### config.mk
export PLATFORM = sky130hd
export DESIGN_NAME = inst_fetch_responder
export DESIGN_NICKNAME = d
export VERILOG_FILES = /design/src/rtl/inst_fetch_responder.sv
export SDC_FILE = /design/constraint.sdc
export NUM_CORES = 1
export LEC_CHECK = 0
export CORE_ASPECT_RATIO = 2
export CORE_UTILIZATION = 50
export CTS_BUF_LIST = sky130_fd_sc_hd__clkbuf_2
export DETAILED_ROUTE_END_ITERATION = 7
export GPL_ROUTABILITY_DRIVEN = 1
export PLACE_DENSITY = 0.72
export SYNTH_ARGS = -nofsm -noshare
export SYNTH_HDL_FRONTEND = slang
export SYNTH_SLANG_ARGS = --single-unit
export TNS_END_PERCENT = 20
### constraint.sdc
create_clock -name clk_in -period 3 [get_ports clk_in]
set_input_delay 0.75 -clock clk_in [delete_from_list [all_inputs] [get_ports clk_in]]
set_output_delay 0.75 -clock clk_in [all_outputs]
set_load 0.05 [all_outputs]
### src/rtl/inst_fetch_responder.sv
// Sequential instruction-fetch responder: assembles 32-bit little-endian instructions from
// four byte reads of a synchronous RAM, with a one-entry last-instruction buffer.
module inst_fetch_responder #(
  parameter int unsigned AddrLen    = 32,
  parameter int unsigned InstLen    = 32,
  parameter int unsigned MemAddrLen = 17
) (
  input  logic                  clk_in,
  input  logic                  rst_in,
  input  logic                  rom_ce_i,
  input  logic [AddrLen-1:0]    rom_addr_i,
  input  logic                  inval_i,
  output logic [InstLen-1:0]    rom_data_o,
  output logic                  rom_ready_o,
  output logic                  error_o,
  output logic [MemAddrLen-1:0] mem_a_o,
  input  logic [7:0]            mem_din_i
);

  typedef enum logic [1:0] {StIdle, StFetch, StResp} state_e;

  state_e                state_q, state_d;
  logic [AddrLen-1:0]    base_q, buf_addr_q;
  logic [InstLen-1:0]    asm_q, rom_data_q, buf_data_q;
  logic [MemAddrLen-1:0] mem_a_q;
  logic [2:0]            k_q;
  logic [1:0]            lane;
  logic                  buf_valid_q, err_q;
  logic                  misaligned, hit, abort, fill;

  always_comb begin
    misaligned = rom_addr_i[1:0] != 2'b00;
    hit        = buf_valid_q && (buf_addr_q == rom_addr_i) && !inval_i;
    // A dropped request or a changed address mid-fetch is a branch redirect.
    abort      = !rom_ce_i || (rom_addr_i != base_q);
    fill       = (state_q == StFetch) && !abort && (k_q == 3'd4);
    lane       = k_q[1:0] - 2'd1;
  end

  always_ff @(posedge clk_in) begin
    if (!rst_in) begin
      state_q <= StIdle;
    end else begin
      state_q <= state_d;
    end
  end

  always_comb begin
    state_d = state_q;
    case (state_q)
      StIdle: begin
        if (rom_ce_i) begin
          state_d = (misaligned || hit) ? StResp : StFetch;
        end
      end
      StFetch: begin
        if (abort) begin
          state_d = StIdle;
        end else if (k_q == 3'd4) begin
          state_d = StResp;
        end
      end
      default: state_d = StIdle;
    endcase
  end

  always_comb begin
    rom_ready_o = (state_q == StResp);
    error_o     = (state_q == StResp) && err_q;
    rom_data_o  = rom_data_q;
    mem_a_o     = mem_a_q;
  end

  always_ff @(posedge clk_in) begin
    if (!rst_in) begin
      base_q      <= '0;
      buf_addr_q  <= '0;
      buf_data_q  <= '0;
      buf_valid_q <= 1'b0;
      asm_q       <= '0;
      rom_data_q  <= '0;
      mem_a_q     <= '0;
      k_q         <= '0;
      err_q       <= 1'b0;
    end else begin
      case (state_q)
        StIdle: begin
          if (rom_ce_i) begin
            if (misaligned) begin
              rom_data_q <= '0;
              err_q      <= 1'b1;
            end else if (hit) begin
              rom_data_q <= buf_data_q;
              err_q      <= 1'b0;
            end else begin
              base_q  <= rom_addr_i;
              mem_a_q <= rom_addr_i[MemAddrLen-1:0];
              k_q     <= '0;
              err_q   <= 1'b0;
            end
          end
        end
        StFetch: begin
          if (!abort) begin
            k_q <= k_q + 3'd1;
            if (k_q < 3'd3) begin
              mem_a_q <= base_q[MemAddrLen-1:0] + MemAddrLen'(k_q + 3'd1);
            end
            // RAM data lags the address by one cycle, so step k returns byte k-1.
            if (k_q != 3'd0) begin
              asm_q[{lane, 3'b000} +: 8] <= mem_din_i;
            end
            if (k_q == 3'd4) begin
              rom_data_q <= {mem_din_i, asm_q[23:0]};
              buf_data_q <= {mem_din_i, asm_q[23:0]};
              buf_addr_q <= base_q;
            end
          end
        end
        default: ;
      endcase
      // A completing fill wins over a concurrent invalidate.
      if (fill) begin
        buf_valid_q <= 1'b1;
      end else if (inval_i) begin
        buf_valid_q <= 1'b0;
      end
    end
  end

endmodule

Word-level counts from Yosys, hierarchy flattened. Cells that the tools add are included.

Flip-flop bits (word level): 184. Bits in latches: 0. Bits in writable memories: 0. Memory bits (read-only): 0. Input port bits: 44. Output and inout port bits: 51. Word-level logic and storage cells: 83. Memories kept: 0.

$add $sub $neg: 5. Multiply operators: 0. Div/mod/pow operators: 0. Order comparisons: 1. Eq/ne operators: 13. Shift operators: 2. Mux-type cells: 26. Bitwise operators: 3. Reductions and logical operators: 23.

Operator list (number): $mux W32 (5); $mux W17 (5); $pmux W32 S2 (1); $pmux W17 S2 (1); $bwmux W32 (1); $eq A32 B32 Y1 (1); $ne A32 B32 Y1 (1); $shift A8 B7 Y32 const A (1); $shiftx A8 B7 Y32 (1); $add A17 B4 Y17 (1); $mux W3 (4); $reduce_and A5 Y1 (2); $mux W2 (4); $ne A2 B2 Y1 const B (4); $neg A5 Y7 (1); $pmux W3 S2 (1); $reduce_and A3 Y1 (2); $reduce_and A6 Y1 (1); $reduce_bool A2 Y1 (3); $logic_and A1 B1 Y1 (5); $add A3 B1 Y4 const B (1); $ne A2 B1 Y1 const B (2); $pmux W2 S2 (1); $reduce_and A2 Y1 (2); other kinds (15) (22).

Longest topological paths before layout.
Depth in word-level cells: 7. Depth in mapped cells: 10. Depth with buffers taken out: 10.

Worst setup path before layout. Ideal clock, no wire load.

Path kind: in2reg. From: input port rom_addr_i[2]. To: register buf_addr_q[13]. Library setup time: 0.132 ns. Arrival time: 2.627 ns. Data required time: 2.868 ns. Setup slack: 0.241 ns. Cell stages on the path: 9. Path buffers: 3. Path through: xnor2_1 nand4_1 or4_1 buf_2 or4_4 buf_2 buf_2 nand2_1 a21oi_1.

Word-level cells in the longest chain between the ends: 4.

Ends and longest elaborated chain: start: declaration (RTL line 11) `input logic [AddrLen-1:0] rom_addr_i,`; $ne A32 B32 Y1 (RTL line 35) `abort = !rom_ce_i || (rom_addr_i != base_q);`; $logic_or A1 B1 Y1 (RTL line 35); $not A1 Y1 (no source line); $reduce_and A3 Y1 (no source line); end signal: assignment (RTL line 116) `buf_addr_q <= base_q;`; end: declaration (RTL line 23) `logic [AddrLen-1:0] base_q, buf_addr_q;`.

Every way passes these cells. A chain may end at the register's enable or synchronous reset.

Final worst setup path.
From: input port rom_addr_i[6]. To: register asm_q[6].

Word-level cells in the longest chain between the ends: 4.

Ends and longest elaborated chain: $ne A32 B32 Y1 (RTL line 35); $logic_or A1 B1 Y1 (RTL line 35); $not A1 Y1 (no source line); $reduce_and A3 Y1 (no source line); end signal: indexed assignment (RTL line 111) `asm_q[{lane, 3'b000} +: 8] <= mem_din_i;`; end: declaration (RTL line 24) `logic [InstLen-1:0] asm_q, rom_data_q, buf_data_q;`.

Every way passes these cells.

==> qor.log <==
qor: clocking.setup_repair_bufs_after_cts 0
qor: place.io_buffers 94
qor: worst_setup_path.critPathMaxStageDelay 550 ps
qor: place.place.gp.congestion 0.8982
qor: clocking.tritoncts_clock_tree done
qor: pwr.ir_worst_vdd 232.2 µV
qor: worst_setup_path.critical_path.cell_chain clkdlybuf4s50_1 > xnor2_1 > nand4_1 > buf_4 > or4_1 > buf_4 > a2111oi_4 > buf_12 > a21boi_0 > o21a_1
qor: routing.dr.pass1.iters 5
qor: logic_synthesis.synth.yosys.warnings 0
qor: status.outcome completed
qor: worst_setup_path.setup.worst_path.end asm_q[6]
qor: place.hpwl 16380 µm
qor: worst_setup_path.r2r_cells 9
qor: timing.hold_viol_final 0
qor: timing.finClkSkew 45.49 ps
qor: grt.antenna_found_initial 1
qor: timing.fraction_of_the_cycle_the_final_worst_path_needs 0.9650
qor: cells_and_area.drive_above_1_share 0.1074
qor: routing.wl_per_cell 17.40 µm
qor: logic_synthesis.synth_cells 1006
qor: timing.worst_pin_slew 809.7 ps
qor: hold_path.hold_path.startpoint rst_in
qor: timing.hold_slack 373.8 ps
qor: worst_setup_path.cp.arrival 3600 ps
qor: floorplanning.io-pin-count 95
qor: worst_setup_path.r2r_slack 160 ps
qor: cells_and_area.nFillCells 1505
qor: clocking.clk-insertion-delay-late 800 ps
qor: worst_setup_path.setup.worst_path.class input port to flop
qor: cells_and_area.syn2layout_area_growth 20.81%
qor: flow_run.max_cap_violations 0
qor: worst_setup_path.reg2reg_to asm_q[6]
qor: timing.report.final.slew_viol_count 0
qor: hold_path.min-delay-path-class input port to flop
qor: worst_setup_path.critical_path.reg2reg.startpoint base_q[6]
qor: worst_setup_path.start_point_of_the_critical_path rom_addr_i[6]
qor: floorplanning.core_area 16680 µm²
qor: routing.drc 0
qor: logic_synthesis.ys_ff_latch 176
qor: timing.timing.final.setup_violations 0
qor: pwr.p_total 4.086 mW
qor: routing.routed_via_density 5.600
qor: grt.via_count_of_the_first_global_routing_pass 7133
qor: clocking.cts_max_level 4
qor: logic_synthesis.async_reset_ff_frac 0
qor: logic_synthesis.synth_sequential_area_ratio 0.4150
qor: clocking.hold_buffers 0
qor: floorplanning.width_of_the_die 94.14 µm
qor: timing.fmaxAchievable 345.4 MHz
qor: grt.grt_max_degree 121
qor: timing.period_needed 2895 ps
qor: worst_setup_path.crit_path_end_kind flop
qor: floorplanning.num_rows 67
qor: grt.wire_length_of_the_first_global_routing_pass 36400 µm
qor: pwr.power_leakage 3.674 nW
qor: clocking.cts.clk_slew.worst_paths 290 ps
qor: timing.worst_slew_margin_relative_to_its_limit 0.4591
qor: routing.finalWirelength 23230 µm
qor: cells_and_area.layout.nets 1168
qor: worst_setup_path.cp-start-kind input port
qor: logic_synthesis.average_cell_area_after_synthesis 8.439 µm²
qor: logic_synthesis.most_used_flip_flop_cell_after_synthesis dfxtp_1
qor: grt.gr-total-overflow 0
qor: worst_setup_path.crit_path_max_fanout 48
qor: clocking.clock_sink_count 176
qor: routing.antenna_violating_nets_left 0
qor: logic_synthesis.synth_enable_flop_cells 0
qor: floorplanning.initial_standard_cell_utilization_of_the_core 0.5089
qor: logic_synthesis.post_synthesis_cell_area 8489 µm²
qor: worst_setup_path.critical-path-top-cell-by-count buf_4
qor: logic_synthesis.synth_cell_type_count 51
qor: timing.rsz_0062_raised_after_global_routing false
qor: worst_setup_path.worst-endpoint-required 3710 ps
qor: grt.globalRouteTotalUtil 0.2744
qor: logic_synthesis.syn-num-nets 1060
qor: clocking.maximum_clock_path_buffer_count 2
qor: pwr.power_density 398.4 nW/µm²
qor: routing.route.vias.total 7476
qor: floorplanning.chipHeight 186.3 µm
qor: worst_setup_path.critical-path-slowest-cell or4_1
qor: clocking.cts.root.buffer_cell clkbuf_2
qor: routing.first_iter_violations 325
qor: clocking.cts_buffers 17
qor: floorplanning.die_area 17540 µm²
==> layout make-up <==
cell class,instances,area [µm²],share of cell area
clock inverters,15,145.1,0.01415
inverters,9,33.78,0.003294
well taps,207,259.0,0.02525
flip-flops and latches,176,3523,0.3435
clock buffers,17,85.08,0.008296
repair buffers,168,1629,0.1588
multi-input cells,742,4578,0.4464
diodes,1,2.502,0.0002440
==> worst min-delay path by stage <==
stage / to / depth (start not counted) / slack [ps]
6_report: base_q[15] / 3 / 370
5_1_grt: base_q[15] / 3 / 370
4_1_cts: base_q[15] / 3 / 310
3_5_place_dp: buf_data_q[10] / 2 / 440
3_3_place_gp: buf_data_q[20] / 2 / 440
2_1_floorplan: err_q / 2 / 430
==> per-layer routing <==
metal  wire length, µm  global-route usage
met1              8583              0.2880
met2             12380              0.5013
met5                 0                   0
met4              1354              0.1791
met3               918             0.03699
==> registers in the layout (all words and copies together), names as in the netlist <==
signal and flops:
buf_addr_q 32, buf_data_q 32, mem_a_o 17, asm_q 24
err_q 1, state_q 2, base_q 32, buf_valid_q 1
k_q 3, rom_data_o 32
==> Yosys cell counts, types with 2 or more instances <==
cell type | n | share of area
a2111oi_0 | 2 | 0.0021
o21a_1 | 25 | 0.022
nand3_1 | 35 | 0.021
nand4_1 | 13 | 0.0096
nor4_1 | 9 | 0.0066
and2_1 | 2 | 0.0015
a211o_1 | 4 | 0.0041
nand2b_1 | 2 | 0.0015
nor3_1 | 4 | 0.0024
nor2_1 | 17 | 0.0075
clkbuf_1 | 56 | 0.025
buf_6 | 2 | 0.0027
a22o_1 | 32 | 0.033
and3_1 | 5 | 0.0037
nor3b_1 | 3 | 0.0027
buf_8 | 3 | 0.0053
nand2_1 | 233 | 0.10
dfxtp_1 | 176 | 0.42
o211ai_1 | 6 | 0.0053
buf_2 | 16 | 0.0094
mux2i_1 | 51 | 0.060
ha_1 | 9 | 0.013
o21ai_0 | 35 | 0.021
a21boi_1 | 3 | 0.0027
xnor2_1 | 54 | 0.056
inv_1 | 8 | 0.0035
a211oi_1 | 6 | 0.0053
a21boi_0 | 22 | 0.019
a21oi_1 | 100 | 0.059
or2_2 | 3 | 0.0022
xor2_1 | 23 | 0.024
nor4b_1 | 2 | 0.0021
and4_1 | 24 | 0.025
nor2b_1 | 4 | 0.0029
==> metrics by stage <==
step           area, µm²  worst slack [ps]    util  std cells  TNS, ps
2_1_floorplan       8489             240.9       -       1006        0
6_report           10260             105.0  0.6148       1335        0
4_1_cts            10250             28.60  0.6146       1334        0
3_3_place_gp       10030            -581.1  0.6010       1302   -71690
3_5_place_dp       10030            -617.1  0.6010       1302   -74840
5_1_grt            10260             7.014  0.6148       1335        0
==> power breakdown <==
part           total (mW)  leakage, nW  internal [mW]  switching, mW
clock network        1.22        0.138          0.267          0.951
logic               0.473         2.12          0.207          0.266
registers            2.39         1.42           2.37         0.0228
total                4.09         3.67           2.85           1.24
==> critical path, delay by kind of cell <==
kind                      cells  cell delay, ps
and+or+nand+nor               2             730
xor gates and xnor gates      1             340
AOI/OAI and AO/OA             3             720
buffers and inverters         4            1040
==> cells in the final DEF (no fill, tap or decap), types with 4 or more instances in the layout <==
cell type / Yosys / layout
buf_4: 0 / 64
o21ai_0: 35 / 35
dfxtp_1: 176 / 176
xor2_1: 23 / 23
buf_12: 0 / 11
inv_1: 8 / 8
a211o_1: 4 / 4
inv_6: 0 / 4
nor3_1: 4 / 4
nor4_1: 9 / 9
and4_1: 24 / 24
o21a_1: 25 / 25
nand2_1: 233 / 233
and3_1: 5 / 5
inv_8: 0 / 5
a22o_1: 32 / 32
a21boi_0: 22 / 22
mux2i_1: 51 / 51
a211oi_1: 6 / 6
clkdlybuf4s50_1: 0 / 91
xnor2_1: 54 / 54
nor2_1: 17 / 15
clkbuf_2: 1 / 17
nand3_1: 35 / 35
ha_1: 9 / 9
nand4_1: 13 / 13
a21oi_1: 100 / 100
o211ai_1: 6 / 6
==> cells by family after synthesis <==
kind of cell             after synthesis  share of synthesized area
AO/OA/AOI/OAI                        242                     0.1831
XOR/XNOR                              78                    0.08136
adder cells (fa/ha/maj)               10                    0.01562
buffers and inverters                 88                    0.04716
flip-flops                           176                     0.4150
multiplexers                          51                    0.06013
AND/OR/NAND/NOR                      361                     0.1976
==> timing repair <==
| item | in CTS | in global routing |
|---|---|---|
| setup endpoints to repair | 2 | 0 |
| resized for setup | 2 | 0 |
| endpoints found under the hold margin | 0 | 0 |
Note: power is estimated with default switching activity, not from simulation.
==> edit: new RTL, same settings <==
Register the output `error_o`, cleared by the reset; this adds one clock of latency there. The other outputs are not delayed to match.
--- a/src/rtl/inst_fetch_responder.sv
+++ b/src/rtl/inst_fetch_responder.sv
@@ -18,6 +18,8 @@
 );
 
   typedef enum logic [1:0] {StIdle, StFetch, StResp} state_e;
+
+  logic error_d;
 
   state_e                state_q, state_d;
   logic [AddrLen-1:0]    base_q, buf_addr_q;
@@ -66,7 +68,7 @@
 
   always_comb begin
     rom_ready_o = (state_q == StResp);
-    error_o     = (state_q == StResp) && err_q;
+    error_d     = (state_q == StResp) && err_q;
     rom_data_o  = rom_data_q;
     mem_a_o     = mem_a_q;
   end
@@ -128,5 +130,13 @@
     end
   end
 
+  always_ff @(posedge clk_in) begin
+    if (!rst_in) begin
+      error_o <= '0;
+    end else begin
+      error_o <= error_d;
+    end
+  end
+
 endmodule
 
Formal check against the unedited RTL: not equivalent (Yosys sat finds a counterexample within 4 cycles, from zero or initial values and one cycle with rst_in low).
==> edit against the original RTL <==
- cell count up 1.7%
- sequential cell count increased by 1
- worst hold slack better by 44 ps
- area after synthesis increased by 2.4%
- via count increased by 12%
- routed wire length increased by 17%
- total power grew 14%
- utilization up 1.6 points
- register-to-register slack improved by 240 ps
- critical endpoint is now rom_ready_o
- worst setup slack improved by 1.9 ps
- maximum frequency about the same
- non-clock buffer count rose by 25
- final area is 3.6% higher
- largest cell class unchanged
==> edit: results (changes against the original RTL) <==
status: "finished, final reports clean"
synth_commonest_cells: "dfxtp_1, nand3_1, o21ai_0"
first_global_vias: 7994  # +12%
internal_power_w: 0.00317  # +11%
synth_compound_area_share_pct: 23.0  # +4.7 points
cts.repair.resized: 1  # -1
power_density_mw_per_mm2: 439  # +10%
synthMuxAreaShare_pct: 4.95  # -1.1 points
place_ws_ps: -387  # +230 ps
fin_skew_ps: 59.3  # +13.8 ps
synthXorXnorAreaFrac_pct: 7.63  # -0.50 points
place_area_mm2: 0.0104  # +3.3%
critPathMaxFanout: 6  # -88%
synthTopCellsByArea: "dfxtp_1, nand3_1, xnor2_1"
dp_hpwl_mm: 18.7  # +14%
max-slew-margin-rel_pct: 62.0  # +16 points
drive_gt1_share_pct: 13.8  # +3.1 points
slowest_stage: "clkdlybuf4s15_1"
slowest_delay_ps: 520  # -30 ps
grt_start_max_net_pins: 84  # -31%
wl_mm: 27.3  # +17%
drt-initial-drc-count: 538  # +66%
p_leak_nw: 3.69  # +0.39%
synth_cell_types: 57  # +12%
p_comb_w: 0.000838  # +77%
yosysSeqAreaShare_pct: 40.8  # -0.73 points
clk_latency_ps: 830  # +30 ps
edit: final timing paths:
kind	start	end	slack (ps)	depth (start not counted)
max	state_q[1]	rom_ready_o	110	3
min	rst_in	buf_data_q[13]	420	3
max reg2reg	base_q[8]	buf_addr_q[12]	400	7
min reg2reg	asm_q[18]	buf_data_q[18]	480	2
edit: layout make-up:
cell class,instances,area (µm²),share of cell area (%)
multi-input cells,735,4650,43.8
flip-flops and latches,177,3540,33.4
repair buffers,193,1850,17.5
well taps,207,259,2.44
clock inverters,15,174,1.64
clock buffers,17,85.1,0.801
inverters,13,51.3,0.483
diodes,1,2.50,0.0236
edit: layer usage:
| metal | GRT usage (%) | wire (µm) | vias up |
|---|---|---|---|
| met3 | 4.72 | 1210 | 103 |
| li1 | - | - | 3946 |
| met2 | 53.4 | 14100 | 312 |
| met5 | 0 | 0 | - |
| met1 | 33.4 | 9950 | 3992 |
| met4 | 22.6 | 2020 | 0 |
